$ cat src/rtl/core_debug_frame_bridge_pkg.sv
// rtl/core_debug_frame_bridge_pkg.sv - frame constants, command codes, status layout and FSM state type for the debug bridge
package core_debug_frame_bridge_pkg;

    localparam int CMD_LEN  = 6;
    localparam int RESP_LEN = 5;

    localparam int STAT_ERR     = 0;
    localparam int STAT_TIMEOUT = 1;

    localparam logic [3:0] CORE_DEBUG_CMD_READ  = 4'h0;
    localparam logic [3:0] CORE_DEBUG_CMD_WRITE = 4'h1;
    localparam logic [3:0] CORE_DEBUG_CMD_STOP  = 4'hF;

    typedef enum logic [2:0] {
        ST_RX_HDR,
        ST_RX_TGT,
        ST_RX_DATA,
        ST_ISSUE,
        ST_WAIT_RESP,
        ST_TX
    } bridge_state_t;

    // Status byte: inverted sync nibble on top so the host can tell responses from commands.
    function automatic logic [7:0] resp_status(input logic [3:0] sync,
                                               input logic       timeout,
                                               input logic       err);
        logic [7:0] s;
        s               = {sync ^ 4'hF, 4'h0};
        s[STAT_TIMEOUT] = timeout;
        s[STAT_ERR]     = err;
        return s;
    endfunction

endpackage

$ cat src/rtl/core_debug_resp_serializer.sv
// rtl/core_debug_resp_serializer.sv - turns a status byte plus 32-bit word into a 5-byte valid/busy byte stream
module core_debug_resp_serializer
    import core_debug_frame_bridge_pkg::*;
(
    input  logic        iCLOCK,
    input  logic        iRESET_SYNC,
    input  logic        iLOAD,
    input  logic [7:0]  iSTATUS,
    input  logic [31:0] iDATA,
    output logic        oTX_VALID,
    input  logic        iTX_BUSY,
    output logic [7:0]  oTX_DATA,
    output logic        oDONE
);

    logic [31:0] word_q;
    logic [2:0]  idx_q;
    logic        accept;

    assign accept = oTX_VALID && !iTX_BUSY;
    assign oDONE  = accept && (idx_q == 3'(RESP_LEN - 1));

    // Load a response, then shift out the word MSB first, one byte per link accept.
    always_ff @(posedge iCLOCK) begin
        if (iRESET_SYNC) begin
            oTX_VALID <= 1'b0;
            oTX_DATA  <= 8'h00;
            word_q    <= 32'h0;
            idx_q     <= 3'd0;
        end else if (iLOAD) begin
            oTX_VALID <= 1'b1;
            oTX_DATA  <= iSTATUS;
            word_q    <= iDATA;
            idx_q     <= 3'd0;
        end else if (accept) begin
            if (oDONE) begin
                oTX_VALID <= 1'b0;
                oTX_DATA  <= 8'h00;
                idx_q     <= 3'd0;
            end else begin
                oTX_DATA  <= word_q[31:24];
                word_q    <= {word_q[23:0], 8'h00};
                idx_q     <= idx_q + 3'd1;
            end
        end
    end

endmodule

$ cat src/rtl/core_debug_frame_bridge.sv
// rtl/core_debug_frame_bridge.sv - assembles 6-byte debug command frames, issues them to core_debug and returns 5-byte responses
module core_debug_frame_bridge
    import core_debug_frame_bridge_pkg::*;
#(
    parameter int         P_TIMEOUT = 1024,
    parameter logic [3:0] P_SYNC    = 4'hA
) (
    input  logic        iCLOCK,
    input  logic        iRESET_SYNC,
    input  logic        iRX_VALID,
    output logic        oRX_BUSY,
    input  logic [7:0]  iRX_DATA,
    output logic        oTX_VALID,
    input  logic        iTX_BUSY,
    output logic [7:0]  oTX_DATA,
    output logic        oCMD_REQ,
    input  logic        iCMD_BUSY,
    output logic [3:0]  oCMD_COMMAND,
    output logic [7:0]  oCMD_TARGET,
    output logic [31:0] oCMD_DATA,
    input  logic        iRESP_VALID,
    input  logic        iRESP_ERROR,
    input  logic [31:0] iRESP_DATA,
    output logic [7:0]  oDROP_COUNT
);

    localparam int TMR_W = $clog2(P_TIMEOUT);

    bridge_state_t    state;
    logic [1:0]       byte_cnt;
    logic [TMR_W-1:0] timer;
    logic             rx_accept;
    logic             resp_timeout;
    logic             resp_load;
    logic [7:0]       resp_stat;
    logic [31:0]      resp_word;
    logic             tx_done;

    assign rx_accept    = iRX_VALID && !oRX_BUSY;
    assign resp_timeout = (timer == TMR_W'(P_TIMEOUT - 1));
    // A real response beats a timeout landing in the same cycle.
    assign resp_load    = (state == ST_WAIT_RESP) && (iRESP_VALID || resp_timeout);
    assign resp_stat    = iRESP_VALID ? resp_status(P_SYNC, 1'b0, iRESP_ERROR)
                                      : resp_status(P_SYNC, 1'b1, 1'b0);
    assign resp_word    = iRESP_VALID ? iRESP_DATA : 32'h0;

    // Frame assembly, request issue and response wait; TX progress comes back from the serializer.
    always_ff @(posedge iCLOCK) begin
        if (iRESET_SYNC) begin
            state        <= ST_RX_HDR;
            oRX_BUSY     <= 1'b0;
            oCMD_REQ     <= 1'b0;
            oCMD_COMMAND <= 4'h0;
            oCMD_TARGET  <= 8'h00;
            oCMD_DATA    <= 32'h0;
            oDROP_COUNT  <= 8'h00;
            byte_cnt     <= 2'd0;
            timer        <= '0;
        end else begin
            case (state)
                ST_RX_HDR: begin
                    if (rx_accept) begin
                        if (iRX_DATA[7:4] == P_SYNC) begin
                            oCMD_COMMAND <= iRX_DATA[3:0];
                            state        <= ST_RX_TGT;
                        end else if (oDROP_COUNT != 8'hFF) begin
                            oDROP_COUNT <= oDROP_COUNT + 8'd1;
                        end
                    end
                end
                ST_RX_TGT: begin
                    if (rx_accept) begin
                        oCMD_TARGET <= iRX_DATA;
                        byte_cnt    <= 2'd0;
                        state       <= ST_RX_DATA;
                    end
                end
                ST_RX_DATA: begin
                    if (rx_accept) begin
                        oCMD_DATA <= {oCMD_DATA[23:0], iRX_DATA};
                        byte_cnt  <= byte_cnt + 2'd1;
                        if (byte_cnt == 2'(CMD_LEN - 3)) begin
                            oRX_BUSY <= 1'b1;
                            oCMD_REQ <= 1'b1;
                            state    <= ST_ISSUE;
                        end
                    end
                end
                ST_ISSUE: begin
                    if (!iCMD_BUSY) begin
                        oCMD_REQ <= 1'b0;
                        timer    <= '0;
                        state    <= ST_WAIT_RESP;
                    end
                end
                ST_WAIT_RESP: begin
                    timer <= timer + 1'b1;
                    if (resp_load) begin
                        state <= ST_TX;
                    end
                end
                ST_TX: begin
                    if (tx_done) begin
                        oRX_BUSY <= 1'b0;
                        state    <= ST_RX_HDR;
                    end
                end
                default: state <= ST_RX_HDR;
            endcase
        end
    end

    core_debug_resp_serializer u_resp_serializer (
        .iCLOCK      (iCLOCK),
        .iRESET_SYNC (iRESET_SYNC),
        .iLOAD       (resp_load),
        .iSTATUS     (resp_stat),
        .iDATA       (resp_word),
        .oTX_VALID   (oTX_VALID),
        .iTX_BUSY    (iTX_BUSY),
        .oTX_DATA    (oTX_DATA),
        .oDONE       (tx_done)
    );

endmodule

$ cat config.mk
export PLATFORM = sky130hd
export DESIGN_NAME = core_debug_frame_bridge
export DESIGN_NICKNAME = d
export VERILOG_FILES = /design/src/rtl/core_debug_frame_bridge_pkg.sv /design/src/rtl/core_debug_resp_serializer.sv /design/src/rtl/core_debug_frame_bridge.sv
export SDC_FILE = /design/constraint.sdc
export NUM_CORES = 1
export LEC_CHECK = 0
export ABC_AREA = 1
export CAP_MARGIN = 20
export CORE_MARGIN = 2
export CORE_UTILIZATION = 35
export DETAILED_ROUTE_END_ITERATION = 6
export HOLD_SLACK_MARGIN = 0.1
export PLACE_DENSITY = 0.6
export SLEW_MARGIN = 20
export SYNTH_ARGS = -nofsm -noshare
export SYNTH_HDL_FRONTEND = slang
export SYNTH_SLANG_ARGS = --single-unit
export TNS_END_PERCENT = 50
$ cat constraint.sdc
create_clock -name iCLOCK -period 1.8 [get_ports iCLOCK]
set_input_delay 0.54 -clock iCLOCK [delete_from_list [all_inputs] [get_ports iCLOCK]]
set_output_delay 0.54 -clock iCLOCK [all_outputs]
set_load 0.01 [all_outputs]
==> summary.md, run 1 <==
| Metric | Value |
|---|---|
| Setup CP Type | `in2reg` |
| # IOs | `110` |
| Slew Limit Fails | `0` |
| H-tree depth | `4` |
| Post-DP HPWL | `8.822 mm` |
| Post-synth top area cell | `dfxtp_1` |
| Reg-to-reg startpoint | `u_resp_serializer.idx_q[0]` |
| Hold Fails Final Rpt | `0` |
| Starting Density | `35.99%` |
| First-pass GRT wire length | `21.47 mm` |
| Post-synth top area share | `47.28%` |
| R2R cell count | `8` |
| Peak VDD IR | `724.5 uV` |
| Slew margin rel. | `75.74%` |
| Area after DPL | `0.006281 mm2` |
| Largest net degree at the start of global routing | `58` |
| Status | `finished, final reports clean` |
| Fmax | `589.0 MHz` |
| Max Cap Viol | `0` |
| Clock latency on the worst-skew pair | `0.41 ns` |
| Die area | `0.01462 mm2` |
| Top cells by area, synth | `dfxtp_1 47%, nor2_1 10%, o21ai_0 8.1%, nand2_1 6.4%, a21oi_1 4.1%` |
| Sw Share | `28.68%` |
| Fin crit period | `1.698 ns` |
| Vias in the first global route | `4455` |
| Internal | `5665 uW` |
| GP Congestion | `0.7658` |
| Layout cells sized above 1 | `14.36%` |
| CTS Buf Count | `17` |
| Port buffer count | `109` |
| Chip Height | `120.9 um` |
| Layout net count | `820` |
| Crit-path max FO | `15` |
| Core ar. | `0.01330 mm2` |
| Clk sinks | `113` |
| Synthesized instance count | `634` |
| Crit start category | `input port` |
| Worst-path clk slew | `0.05 ns` |
| Worst Hold Depth | `2` |
| Syn Std Cell Area | `0.004785 mm2` |
| CTS tree | `done` |
| Crit path DAT | `2.00 ns` |
| Clk network pwr share | `39.1%` |
| RR Endpoint | `u_resp_serializer.word_q[8]` |
| DR iter-0 viols | `304` |
| Placed Instances | `925` |
| Total gr overflow | `0` |
| Sw power | `2278 uW` |
| DIE WIDTH | `120.9 um` |
| Post-Place Worst Slack | `-0.3127 ns` |
| Fin cells | `956` |
| Fill cells | `1317` |
| Clk buf depth | `2` |
| CP required | `2.10 ns` |
| Most frequent cells in the layout | `128 x nor2_1, 110 x dfxtp_1, 80 x nand2_1, 77 x o21ai_0, 63 x dlygate4sd2_1` |
| Design area | `0.006795 mm2` |
| Rows | `42` |
| Setup ws final | `0.1023 ns` |
| Vias per cell | `4.816` |
| Yosys warnings | `0` |
| DRT antenna net count | `0` |
| R2R setup slack | `0.14 ns` |
| Post-synthesis sequential area ratio | `47.28%` |
| Leakage power | `0.003228 uW` |
| Final WL | `12.74 mm` |
| Post-CTS Setup Inserts | `0` |
| Final Hold Slack | `0.4621 ns` |
| Initial antenna violation count | `0` |
| Flops & latches, synth | `113` |
| Total negative slack | `0 ns` |
| RSZ-0062 raised after global routing | `yes` |
| Commonest non-fill, non-tap cell in the layout | `nor2_1` |
| Synth Area per Inst | `7.547 um2` |
| Root Driver | `clkbuf_16` |
| DR WL/cell | `13.33 um` |
| Critical Path End Type | `flop` |
| Critical Path Start | `iTX_BUSY` |
| Hold Crit Class | `reg2reg` |
| Seq pwr share | `39.5%` |
| Pwr Density | `1169 mW/mm2` |
| Combinational Power Share | `21.4%` |
| Final setup viols | `0` |
| Area Overhead vs Synth | `42.02%` |
| Netlist cell types | `32` |
| GRT Util Overall | `18.42%` |
| Drt drc | `0` |
| Worst slew pin tran | `0.3609 ns` |
| N_diodes | `0` |
| Skew final | `0.01176 ns` |
| Critical Path Sink | `u_resp_serializer.word_q[8]` |
| Post-synth net total | `686` |
| Final period utilization | `94.32%` |
| Vias | `4604` |
| DR pass1 iterations | `4` |
-- through the flow --
step / util [%] / total power (uW)
final: 51.11 / 7943
after global routing: 51.11 / 8412
after global placement: 47.24 / 4965
after CTS: 50.82 / 8017
after detailed placement: 47.24 / 4999
after floorplan: - / 4120
-- routing by layer --
layer | vias to the layer above | track usage (%) | part of all wire, %
met3 | 24 | 6.532 | 6.3
met5 | - | 0 | 0
met1 | 2098 | 23.81 | 47
li1 | 2372 | - | -
met4 | 0 | 8.648 | 2.3
met2 | 110 | 27.32 | 44
-- how the worst min path moves through the flow --
| stage | startpoint | to | slack, ns |
|---|---|---|---|
| global placement | byte_cnt[0] | byte_cnt[0] | 0.44 |
| finish | oCMD_REQ | oCMD_REQ | 0.46 |
| global route | u_resp_serializer.oTX_DATA[7] | u_resp_serializer.oTX_DATA[7] | 0.48 |
| CTS | oCMD_REQ | oCMD_REQ | 0.47 |
| detailed placement | u_resp_serializer.word_q[27] | u_resp_serializer.oTX_DATA[3] | 0.46 |
| floorplan | byte_cnt[0] | byte_cnt[0] | 0.43 |
-- flip-flops by register name (all words and copies together), names as in the netlist, 3 cells and up --
name	flops
u_resp_serializer.oTX_DATA	8
state	3
oCMD_COMMAND	4
u_resp_serializer.word_q	32
oCMD_TARGET	8
u_resp_serializer.idx_q	3
timer	10
oCMD_DATA	32
oDROP_COUNT	8
-- power by group through the flow --
stage / Clock, uW / Sequential [uW] / Combinational [uW]
after floorplan: 0 / 3220 / 897
after global placement: 0 / 3170 / 1790
after detailed placement: 0 / 3180 / 1820
after CTS: 3190 / 3130 / 1700
after global routing: 3310 / 3190 / 1920
final: 3110 / 3130 / 1700
-- critical path, stage by stage --
cell	delay, ns
clkdlybuf4s50_1	0.42
inv_1	0.06
nand2_1	0.11
inv_2	0.09
nand2_2	0.09
buf_4	0.19
or2_2	0.29
a22oi_2	0.15
nor2_1	0.06
-- kinds of logic after synthesis --
group	synth area share (%)
flops	47.28
xor+xnor	0.5493
simple gates	26.99
compound gates	17.44
buf+inv	6.433
fa+ha+maj	1.308
-- synthesized netlist by cell type (all sizes together) --
master	number
nand2	86
buf	16
nand3	36
a21oi	39
a31oi	3
clkbuf	16
nor3	4
o211a	1
or2	24
inv	37
dfxtp	113
nand4	6
o211ai	1
clkinv	1
nor2	136
o31ai	1
ha	5
xnor2	1
a211oi	2
a22oi	24
xor2	2
o21ai	80
-- cell type report --
cell class | count | area, um2 | area share [%]
Inverter | 38 | 142.6 | 2.099
Sequential cell | 113 | 2266 | 33.35
Tap cell | 176 | 220.2 | 3.241
Timing Repair Buffer | 147 | 1371 | 20.18
Clock buffer | 25 | 495.5 | 7.291
Multi-Input combinational cell | 451 | 2245 | 33.03
Clock inverter | 6 | 55.05 | 0.8102
-- what timing repair did --
action,CTS,global route
setup endpoints to repair,65,43
hold buffers,0,0
gates resized for setup,65,12
Note: power is estimated with default switching activity, not from simulation.
==> run 2, diff against run 1 <==
--- a/config.mk
+++ b/config.mk
@@ -11,6 +11,7 @@
 export CORE_UTILIZATION = 35
 export DETAILED_ROUTE_END_ITERATION = 6
 export HOLD_SLACK_MARGIN = 0.1
+export MAX_ROUTING_LAYER = met4
 export PLACE_DENSITY = 0.6
 export SLEW_MARGIN = 20
 export SYNTH_ARGS = -nofsm -noshare
==> constraint.sdc (replaced) <==
create_clock -name iCLOCK -period 2.15 [get_ports iCLOCK]
set_input_delay 0.645 -clock iCLOCK [delete_from_list [all_inputs] [get_ports iCLOCK]]
set_output_delay 0.645 -clock iCLOCK [all_outputs]
set_load 0.01 [all_outputs]
==> run 2 against run 1 <==
Final cell count is 1.2% lower. Global-route usage grew 0.051 points. Final area down 0.37%. Register-to-register slack improved by 0.17 ns. Power decreased by 13%. Critical path depth shrank 8. Worst setup slack lost 0.0058 ns. Routed wire length down 1.2%. Sequential power is 16% lower. Largest cell class unchanged.
==> summary.md, run 2 (same netlist as run 1, synthesis figures left out) <==
| Metric | Value |
|---|---|
| Hold-fix buffers, CTS | `0 (unchanged)` |
| Fmax | `487.0 MHz` |
| Hold Fails Final Rpt | `0 (unchanged)` |
| Peak VDD IR | `545.8 uV (was 724.5 uV)` |
| Slew margin rel. | `74.63% (was 75.74%)` |
| Layout net count | `808 (was 820)` |
| CP required | `1.50 ns (was 2.10 ns)` |
| M2 GR Usage | `27.46% (was 27.32%)` |
| CP bufs+invs | `1 (was 4)` |
| First-pass GRT wire length | `20.87 mm (was 21.47 mm)` |
| Starting Density | `35.99% (unchanged)` |
| Drt drc | `0 (unchanged)` |
| CP delay by family, top | `buffers and inverters (unchanged)` |
| RSZ-0062 raised after global routing | `no (was yes)` |
| CP max stage cell | `clkdlybuf4s50_1 (unchanged)` |
| Die area | `0.01462 mm2 (unchanged)` |
| # IOs | `110 (unchanged)` |
| Worst-path clk slew | `0.05 ns (about the same)` |
| Post-CTS Setup Inserts | `0 (unchanged)` |
| Crit start category | `flop (was input port)` |
| Total gr overflow | `0 (unchanged)` |
| Vias per cell | `4.803 (was 4.816)` |
| DR iter-0 viols | `259 (was 304)` |
| Resize count post-CTS | `0 (was 65)` |
| DR pass1 iterations | `4 (unchanged)` |
| Max Cap Viol | `0 (unchanged)` |
| Fin cells | `945 (was 956)` |
| Skew final | `0.006884 ns (was 0.01176 ns)` |
| Crit-path max cell delay | `0.57 ns (was 0.42 ns)` |
| Clock latency on the worst-skew pair | `0.42 ns (was 0.41 ns)` |
| Total negative slack | `0 ns (unchanged)` |
| Pwr Density | `1018 mW/mm2 (was 1169 mW/mm2)` |
| Port buffer count | `109 (unchanged)` |
| Clk buf depth | `2 (unchanged)` |
| Vias | `4539 (was 4604)` |
| Hold Crit Class | `reg2reg (unchanged)` |
| Initial antenna violation count | `0 (unchanged)` |
| GP Congestion | `0.8532 (was 0.7658)` |
| Most frequent cells in the layout | `129 x nor2_1, 113 x dfxtp_1, 109 x clkdlybuf4s50_1, 81 x nand2_1, 77 x o21ai_0 (was 128 x nor2_1, 110 x dfxtp_1, 80 x nand2_1, 77 x o21ai_0, 63 x dlygate4sd2_1)` |
| N_diodes | `0 (unchanged)` |
| Area Overhead vs Synth | `41.50% (was 42.02%)` |
| Status | `finished, final reports clean (unchanged)` |
| Multi-input logic area | `0.002217 mm2 (was 0.002245 mm2)` |
| Final Hold Slack | `0.4633 ns (was 0.4621 ns)` |
| Tot Pwr | `6892 uW (was 7943 uW)` |
| Largest net degree at the start of global routing | `58 (unchanged)` |
| Met1 Track Usage GR | `22.62% (was 23.81%)` |
| Slew Limit Fails | `0 (unchanged)` |
| DRT antenna net count | `0 (unchanged)` |
| FF/Latch Area | `0.002262 mm2 (was 0.002266 mm2)` |
| Crit path DAT | `1.41 ns (was 2.00 ns)` |
| Root Driver | `clkbuf_16 (unchanged)` |
| H-tree depth | `4 (unchanged)` |
| Busiest layer in global routing | `met2 (unchanged)` |
| Rows | `42 (unchanged)` |
| Fin crit period | `2.054 ns` |
| Placed Instances | `913 (was 925)` |
| Crit-path max FO | `6 (was 15)` |
| Clk sinks | `113 (unchanged)` |
| Crit-path cells | `clkdlybuf4s50_1 (was clkdlybuf4s50_1 > inv_1 > nand2_1 > inv_2 > nand2_2 > buf_4 > or2_2 > a22oi_2 > nor2_1)` |
| Post-layout util | `50.92% (was 51.11%)` |
| GRT met3 Usage | `6.156% (was 6.532%)` |
| Final period utilization | `95.51%` |
| CTS tree | `done (unchanged)` |
| DR WL/cell | `13.33 um (about the same)` |
| Commonest non-fill, non-tap cell in the layout | `nor2_1 (unchanged)` |
| Layout cells sized above 1 | `12.22% (was 14.36%)` |
| Largest registers | `oCMD_DATA: 32 flops, u_resp_serializer.word_q: 32 flops, timer: 10 flops (unchanged)` |
| Final WL | `12.59 mm (was 12.74 mm)` |
| Setup CP Type | `reg2out (was in2reg)` |
| Core ar. | `0.01330 mm2 (unchanged)` |
| Worst slew pin tran | `0.3793 ns (was 0.3609 ns)` |
| Leakage power | `0.002883 uW (was 0.003228 uW)` |
| DIE WIDTH | `120.9 um (unchanged)` |
| Final setup viols | `0 (unchanged)` |
| Post-DP HPWL | `8.650 mm (was 8.822 mm)` |
| Vias in the first global route | `4467 (was 4455)` |
| Fill cells | `1313 (was 1317)` |
| CTS Buf Count | `17 (unchanged)` |
| Critical Path End Type | `output port (was flop)` |
| Chip Height | `120.9 um (unchanged)` |
| GRT Util Overall | `18.47% (was 18.42%)` |
run 2: cell count changes in the layout (fill, tap and decap cells not counted), sizes merged:
cell | previous run | this run
clkdlybuf4s50 | 46 | 109
dlygate4sd2 | 63 | 0
clkinvlp | 0 | 3
bufinv | 1 | 2
clkbuf | 25 | 22
buf | 38 | 26
run 2: cell type report:
class,instances,share of cell area [%]
sequential,113,33.41
multi-input combinational,451,32.75
timing repair buffer,135,19.74
clock buffer,22,7.152
tap,176,3.253
inverter,38,2.107
clock inverter,10,1.589
run 2: path summary, 6_finish.rpt:
path,slack [ns],end,cells after the start,start
setup / recovery,0.1,oDROP_COUNT[2],1,oDROP_COUNT[2]
hold / removal,0.46,u_resp_serializer.oTX_DATA[7],2,u_resp_serializer.oTX_DATA[7]
setup reg to reg,0.31,u_resp_serializer.word_q[24],9,timer[0]
hold reg to reg,0.46,u_resp_serializer.oTX_DATA[7],2,u_resp_serializer.oTX_DATA[7]
run 2: layer usage:
metal  wire length (um)  part of all wire [%]
met1               5886                    47
met4                276                   2.2
met5                  0                     0
met2               5626                    45
met3                804                   6.4
run 2: where the power goes:
part	internal [uW]	switching (uW)
registers	2420	214
clock network	1810	978
logic	704	766
total	4930	1960
run 2: metrics by stage:
stage | instance area [um2] | setup WS, ns
after floorplan | 4785 | 0.4487
after global placement | 6178 | -0.06193
final | 6770 | 0.09648
after global routing | 6770 | 0.03640
after CTS | 6770 | 0.06985
after detailed placement | 6178 | -0.09076
